### src/rtl/alu_pkg.sv
// rtl/alu_pkg.sv - shared execute-stage encodings: ALU ops, RV32M mul/div ops and their helper masks
package alu_pkg;

  typedef enum logic [3:0] {
    ALU_ADD  = 4'd0,
    ALU_SUB  = 4'd1,
    ALU_SLL  = 4'd2,
    ALU_SLT  = 4'd3,
    ALU_SLTU = 4'd4,
    ALU_XOR  = 4'd5,
    ALU_SRL  = 4'd6,
    ALU_SRA  = 4'd7,
    ALU_OR   = 4'd8,
    ALU_AND  = 4'd9
  } alu_op_t;

  typedef enum logic [2:0] {
    MD_MUL    = 3'd0,
    MD_MULH   = 3'd1,
    MD_MULHSU = 3'd2,
    MD_MULHU  = 3'd3,
    MD_DIV    = 3'd4,
    MD_DIVU   = 3'd5,
    MD_REM    = 3'd6,
    MD_REMU   = 3'd7
  } md_op_t;

  typedef enum logic [1:0] {
    MD_IDLE = 2'd0,
    MD_CALC = 2'd1,
    MD_DONE = 2'd2
  } md_state_t;

  // One bit per md_op_t value, indexed by the op encoding.
  localparam logic [7:0] MD_IS_DIV      = 8'b1111_0000;
  localparam logic [7:0] MD_IS_REM      = 8'b1100_0000;
  localparam logic [7:0] MD_IS_SIGNED_A = 8'b0101_0110;
  localparam logic [7:0] MD_IS_SIGNED_B = 8'b0101_0010;

endpackage

### src/rtl/muldiv_div_core.sv
// rtl/muldiv_div_core.sv - one restoring-division step on unsigned magnitudes
module muldiv_div_core #(
  parameter int XLEN = 32
) (
  input  logic [XLEN-1:0] rem_in,
  input  logic [XLEN-1:0] quo_in,
  input  logic [XLEN-1:0] divisor,
  output logic [XLEN-1:0] rem_out,
  output logic [XLEN-1:0] quo_out
);

  logic [XLEN:0] shifted;
  logic [XLEN:0] diff;

  // quo_in holds the not-yet-consumed dividend bits; its MSB feeds the partial remainder.
  always_comb begin
    shifted = {rem_in, quo_in[XLEN-1]};
    diff    = shifted - {1'b0, divisor};
    if (diff[XLEN]) begin
      rem_out = shifted[XLEN-1:0];
      quo_out = {quo_in[XLEN-2:0], 1'b0};
    end else begin
      rem_out = diff[XLEN-1:0];
      quo_out = {quo_in[XLEN-2:0], 1'b1};
    end
  end

endmodule

### src/rtl/muldiv_unit.sv
// rtl/muldiv_unit.sv - multi-cycle RV32M multiply/divide unit with valid/ready in and out
// MULDIV_FAST_MUL_EN: single-cycle multiplier for the four MUL ops; divides stay iterative.
module muldiv_unit
  import alu_pkg::*;
#(
  parameter int XLEN = 32
) (
  input  logic            clk,
  input  logic            rst_n,
  input  logic            flush,
  input  logic            in_valid,
  output logic            in_ready,
  input  md_op_t          op,
  input  logic [XLEN-1:0] a,
  input  logic [XLEN-1:0] b,
  output logic            out_valid,
  input  logic            out_ready,
  output logic [XLEN-1:0] y,
  output logic            div_zero,
  output logic            busy
);

  localparam int CNT_W = $clog2(XLEN);
  localparam logic [XLEN-1:0] MIN_SIGNED = {1'b1, {(XLEN-1){1'b0}}};

  md_state_t       state;
  logic [CNT_W-1:0] cnt;
  md_op_t          op_q;
  logic            neg_q;
  logic [XLEN-1:0] acc_hi;
  logic [XLEN-1:0] acc_lo;
  logic [XLEN-1:0] opnd;

  logic            accept;
  logic            sa, sb, is_div, is_rem, neg_in;
  logic            b_zero, ovf, special;
  logic [XLEN-1:0] a_mag, b_mag, sp_y;

  assign in_ready  = (state == MD_IDLE) || (state == MD_DONE && out_ready);
  assign out_valid = (state == MD_DONE);
  assign busy      = (state != MD_IDLE);
  assign accept    = in_valid && in_ready && !flush;

  // Operand decode at accept: magnitudes, result sign and the single-cycle special cases.
  always_comb begin
    is_div  = MD_IS_DIV[op];
    is_rem  = MD_IS_REM[op];
    sa      = MD_IS_SIGNED_A[op] & a[XLEN-1];
    sb      = MD_IS_SIGNED_B[op] & b[XLEN-1];
    a_mag   = sa ? -a : a;
    b_mag   = sb ? -b : b;
    neg_in  = is_rem ? sa : (sa ^ sb);
    b_zero  = (b == '0);
    ovf     = (op == MD_DIV || op == MD_REM) && (a == MIN_SIGNED) && (b == '1);
    special = is_div && (b_zero || ovf);
    if (b_zero) sp_y = is_rem ? a : '1;
    else        sp_y = is_rem ? '0 : MIN_SIGNED;
  end

  logic [XLEN:0]     mul_sum;
  logic [XLEN-1:0]   mul_hi_n, mul_lo_n;
  logic [XLEN-1:0]   div_rem_n, div_quo_n;
  logic [2*XLEN-1:0] prod, prod_s;
  logic [XLEN-1:0]   div_res, fin_y;

  // Shift-add: acc_lo holds the multiplier, product bits shift in from the top.
  always_comb begin
    mul_sum  = {1'b0, acc_hi} + ({(XLEN+1){acc_lo[0]}} & {1'b0, opnd});
    mul_hi_n = mul_sum[XLEN:1];
    mul_lo_n = {mul_sum[0], acc_lo[XLEN-1:1]};
  end

  muldiv_div_core #(.XLEN(XLEN)) u_div_core (
    .rem_in  (acc_hi),
    .quo_in  (acc_lo),
    .divisor (opnd),
    .rem_out (div_rem_n),
    .quo_out (div_quo_n)
  );

  // Sign fix-up applied to the final step's output as the result is registered.
  always_comb begin
    prod    = {mul_hi_n, mul_lo_n};
    prod_s  = neg_q ? -prod : prod;
    div_res = MD_IS_REM[op_q] ? div_rem_n : div_quo_n;
    if (MD_IS_DIV[op_q])      fin_y = neg_q ? -div_res : div_res;
    else if (op_q == MD_MUL)  fin_y = prod_s[XLEN-1:0];
    else                      fin_y = prod_s[2*XLEN-1:XLEN];
  end

`ifdef MULDIV_FAST_MUL_EN
  logic [2*XLEN-1:0] fast_a, fast_b, fast_prod;
  logic [XLEN-1:0]   fast_y;

  always_comb begin
    fast_a    = {{XLEN{sa}}, a};
    fast_b    = {{XLEN{sb}}, b};
    fast_prod = fast_a * fast_b;
    fast_y    = (op == MD_MUL) ? fast_prod[XLEN-1:0] : fast_prod[2*XLEN-1:XLEN];
  end
`endif

  always_ff @(posedge clk or negedge rst_n) begin
    if (!rst_n) begin
      state    <= MD_IDLE;
      cnt      <= '0;
      op_q     <= MD_MUL;
      neg_q    <= 1'b0;
      acc_hi   <= '0;
      acc_lo   <= '0;
      opnd     <= '0;
      y        <= '0;
      div_zero <= 1'b0;
    end else if (flush) begin
      state <= MD_IDLE;
      cnt   <= '0;
    end else begin
      case (state)
        MD_CALC: begin
          acc_hi <= MD_IS_DIV[op_q] ? div_rem_n : mul_hi_n;
          acc_lo <= MD_IS_DIV[op_q] ? div_quo_n : mul_lo_n;
          cnt    <= cnt + CNT_W'(1);
          if (cnt == CNT_W'(XLEN-1)) begin
            state    <= MD_DONE;
            y        <= fin_y;
            div_zero <= 1'b0;
          end
        end
        default: begin
          if (accept) begin
            op_q  <= op;
            neg_q <= neg_in;
            cnt   <= '0;
            if (special) begin
              state    <= MD_DONE;
              y        <= sp_y;
              div_zero <= b_zero;
            end
`ifdef MULDIV_FAST_MUL_EN
            else if (!is_div) begin
              state    <= MD_DONE;
              y        <= fast_y;
              div_zero <= 1'b0;
            end
`endif
            else begin
              state  <= MD_CALC;
              acc_hi <= '0;
              acc_lo <= is_div ? a_mag : b_mag;
              opnd   <= is_div ? b_mag : a_mag;
            end
          end else if (state == MD_DONE && out_ready) begin
            state <= MD_IDLE;
          end
        end
      endcase
    end
  end

endmodule

### config.mk
export PLATFORM = sky130hd
export DESIGN_NAME = muldiv_unit
export DESIGN_NICKNAME = d
export VERILOG_FILES = /design/src/rtl/alu_pkg.sv /design/src/rtl/muldiv_div_core.sv /design/src/rtl/muldiv_unit.sv
export SDC_FILE = /design/constraint.sdc
export NUM_CORES = 1
export LEC_CHECK = 0
export ABC_CLOCK_PERIOD_IN_PS = 7100
export CAP_MARGIN = 20
export CORE_ASPECT_RATIO = 0.5
export CORE_MARGIN = 1
export CORE_UTILIZATION = 62
export DETAILED_ROUTE_END_ITERATION = 10
export GPL_TIMING_DRIVEN = 0
export HOLD_SLACK_MARGIN = 0.08
export PLACE_DENSITY = 0.84
export SYNTH_ARGS = -nofsm -noshare
export SYNTH_HDL_FRONTEND = slang
export SYNTH_SLANG_ARGS = --single-unit
export TNS_END_PERCENT = 5
### constraint.sdc
create_clock -name clk -period 7.1 [get_ports clk]
set_clock_uncertainty 0.1 [all_clocks]
set_input_delay 2.13 -clock clk [delete_from_list [all_inputs] [get_ports clk]]
set_output_delay 2.13 -clock clk [all_outputs]
set_load 0.01 [all_outputs]
==> run_results.csv <==
group,metric,value,unit
status,status,"completed",
route,firstDrtPassIters,7,
route,viasPerCell,7.11,
sta,final.min_clock_period,7.04,ns
setup_path,cp.buffers_inverters,4,
setup_path,start_kind,"register",
floorplan,io_pins,108,
sta,post-route-period-util,99.2,%
clocking,cts-root-buf,"clkbuf_16",
clocking,numCtsBuffers,17,
setup_path,worstPathMaxFanout,10,
min_path,holdPathEnd,"y[3]",
sta,setup_violations,0,
clocking,insertion_delay,0.45,ns
route,drc,0,
floorplan,start_util,63.2,%
synthesis,synth_top_area_share,20.9,%
global_routing,globalRouteOverflowTotal,0,
synthesis,ys_types,104,
sta,finalHoldViolations,0,
setup_path,cp_top_family,"compound AO/OA/AOI/OAI gates",
synthesis,yosys_register_bits,140,
flow_run,max-cap-violations,0,
setup_path,critPathKind,"register to register",
cells_and_area,final_core_util,71.6,%
sta,fmax,142,MHz
setup_path,critPathMaxStageDelay,0.58,ns
clocking,clock-sinks,140,
route,route.met2.wl,28200,µm
min_path,min_path_cells,1,
synthesis,yosys_warnings,0,
route,met3_wirelength,14500,µm
cells_and_area,fin_nets,2582,
setup_path,crit_slowest_cell,"or4b_4",
route,ant_nets,0,
synthesis,ys_seq_area_share,20.9,%
route,num_vias,20000,
setup_path,timing.rr.start,"acc_lo[31]",
cells_and_area,syn2layout_area_growth,13.3,%
global_routing,antenna_found_initial,3,
setup_path,r2r_end,"y[28]",
global_routing,grt_max_degree,99,
min_path,hp-class,"register to register",
setup_path,cp_cell_sequence,"inv_2 > ha_1 > inv_1 > fa_1 > a211oi_2 > o211ai_1 > nand2_1 > a211oi_2 > o211ai_4 > buf_4 > mux2i_1 > a21oi_1 > inv_1 > ha_1 > nand2_1 > a2111oi_2 > mux2i_1 > a221o_1 > or4b_4 > o41ai_1 > xor2_1 > a221o_1",
clocking,cts_buffer_depth,2,
synthesis,synthFlopType,"dfrtp_1",
floorplan,fp-row-count,42,
floorplan,die_w,234,µm
place,io_buffers,107,
power_and_ir_drop,leakagePower,7.75,nW
power_and_ir_drop,peakVddDrop,0.228,mV
clocking,cts_tree,"built",
sta,rsz0062_at_grt,"false",
sta,worst_pin_slew,1.15,ns
synthesis,syn_avg_cell_area,7.26,µm²
route,wl_met1,29400,µm
power_and_ir_drop,cellPowerDensity,475,nW/µm²
clocking,clkTransAtPathRegs,0.07,ns
route,highest_layer,"met5",
synthesis,async_reset_ff_share,100,%
route,routed_wl,75400,µm
setup_path,required,7.34,ns
route,drtIter0Drc,3231,
global_routing,grt_pass1_wl,109000,µm
synthesis,synth.top_cells.by_area,"dfrtp_1 (21%), a21oi_1 (7.5%), o21ai_0 (7.1%)",
floorplan,die_y,118,µm
place,dp_hpwl,58400,µm
setup_path,cp-end-kind,"register",
cells_and_area,drive_gt1_share,5.47,%
global_routing,grt_pass1_vias,18000,
sta,slew_viol_final,0,
setup_path,r2r_setup_slack,0.06,ns
min_path,hp-start,"y[3]",
clocking,h-tree-depth,4,
cells_and_area,fill_cells,2222,
power_and_ir_drop,finalPower,0.00902,W
synthesis,synth_edf_count,0,
sta,maxSlewHeadroom,23.5,%
floorplan,die_area,27700,µm²
cells_and_area,seq_area,3500,µm²
synthesis,syn_nets,2452,
place,gp_congestion,1.14,
synthesis,syn-cell-area,16700,µm²
cells_and_area,multi_input_area,12300,µm²
setup_path,reg2reg_depth,22,
route,post_drt_wl_per_cell,26.9,µm
synthesis,synth_commonest_cells,"a21oi_1 (252), nand2_1 (252), nor2_1 (244)",
synthesis,postSynthCellCount,2306,
global_routing,grt_usage,53.6,%
synthesis,yosys.area.top_type,"dfrtp_1",
setup_path,arrival,7.28,ns
floorplan,core_region_area,26500,µm²
routing by layer:
layer  track usage [%]  vias up
met5              9.38        -
met4              17.6       10
met3              31.3      314
met2              71.0     1801
met1              70.7     9218
li1                  -     8620
layout by cell type (no fill, tap or decap), types with 11 or more instances in the layout:
cell type	instances
buf_2	16
xor2_1	85
and3_1	11
a211oi_1	18
o21ai_0	238
a31oi_1	27
dfrtp_1	140
xnor2_1	100
ha_1	72
nand4_1	22
or4_1	15
or3_1	21
and2_1	53
clkdlybuf4s50_1	106
o21a_1	21
a21oi_1	252
nor2_1	244
o211ai_1	21
nand2_1	252
o41ai_1	15
nor4_1	15
a21o_1	26
clkbuf_1	115
o31ai_1	36
nand3_1	33
nor3_1	43
inv_1	63
clkbuf_16	17
nand2b_1	15
mux2i_1	75
a22o_1	22
power by group:
part	leakage [nW]	internal [W]	switching [W]	total (W)
Sequential	1.76	0.00105	0.000479	0.00153
Combinational	5.70	0.00219	0.00432	0.00651
Clock	0.288	0.000575	0.000406	0.000981
Total	7.75	0.00381	0.00520	0.00902
how the worst max path moves through the flow:
stage	to	slack [ns]	start	cells past startpoint
6_report	y[28]	0.06	acc_lo[31]	22
2_1_floorplan	y[28]	1.57	acc_lo[31]	22
5_1_grt	y[28]	0.01	acc_lo[31]	22
3_3_place_gp	acc_lo[5]	-1.99	rst_n	1
3_5_place_dp	y[28]	-0.80	acc_lo[31]	22
4_1_cts	y[28]	0.10	acc_lo[31]	22
sequential cells by signal (all words and copies together), names as in the netlist:
signal	cells
div_zero	1
neg_q	1
cnt	5
acc_lo	32
op_q	3
state	2
opnd	32
acc_hi	32
y	32
timing repair:
item                       in CTS  in global routing
pin swaps                       1                  1
buffers inserted                1                  2
hold buffers                    0                  0
setup endpoints to repair      11                  8
gates cloned                    0                  0
hold endpoints to repair        0                  0
gates resized for setup         5                  6
final cells by class:
type                            instances  share of cell area (%)
Antenna cell                            9                   0.119
Tap cell                              352                    2.32
Clock buffer                           20                    2.41
Multi-Input combinational cell       1940                    64.7
Sequential cell                       140                    18.5
Timing Repair Buffer                  111                    5.92
Clock inverter                         11                   0.831
Buffer                                160                    3.96
Inverter                               66                    1.31
through the flow:
stage                     setup slack, ns  hold WS, ns  TNS [ns]  cell area (µm²)  std cells
final                              0.0582        0.405         0            19000       2809
after global routing              0.00960        0.421         0            18900       2800
after CTS                           0.103        0.400         0            18900       2798
after detailed placement           -0.797        0.384    -37.59            18300       2766
after global placement              -1.99        0.368   -282.54            18300       2765
after floorplan                      1.57        0.364         0            16700       2306
logic make-up after synthesis:
group	after synthesis	synth area share, %
buffers and inverters	226	5.94
DFF	140	20.9
and+or+nand+nor	794	22.8
xor gates and xnor gates	185	9.68
AOI/OAI and AO/OA	802	29.9
adders and majority gates	74	5.62
muxes	85	5.16
No activity file was read; power rests on OpenSTA's default activity.
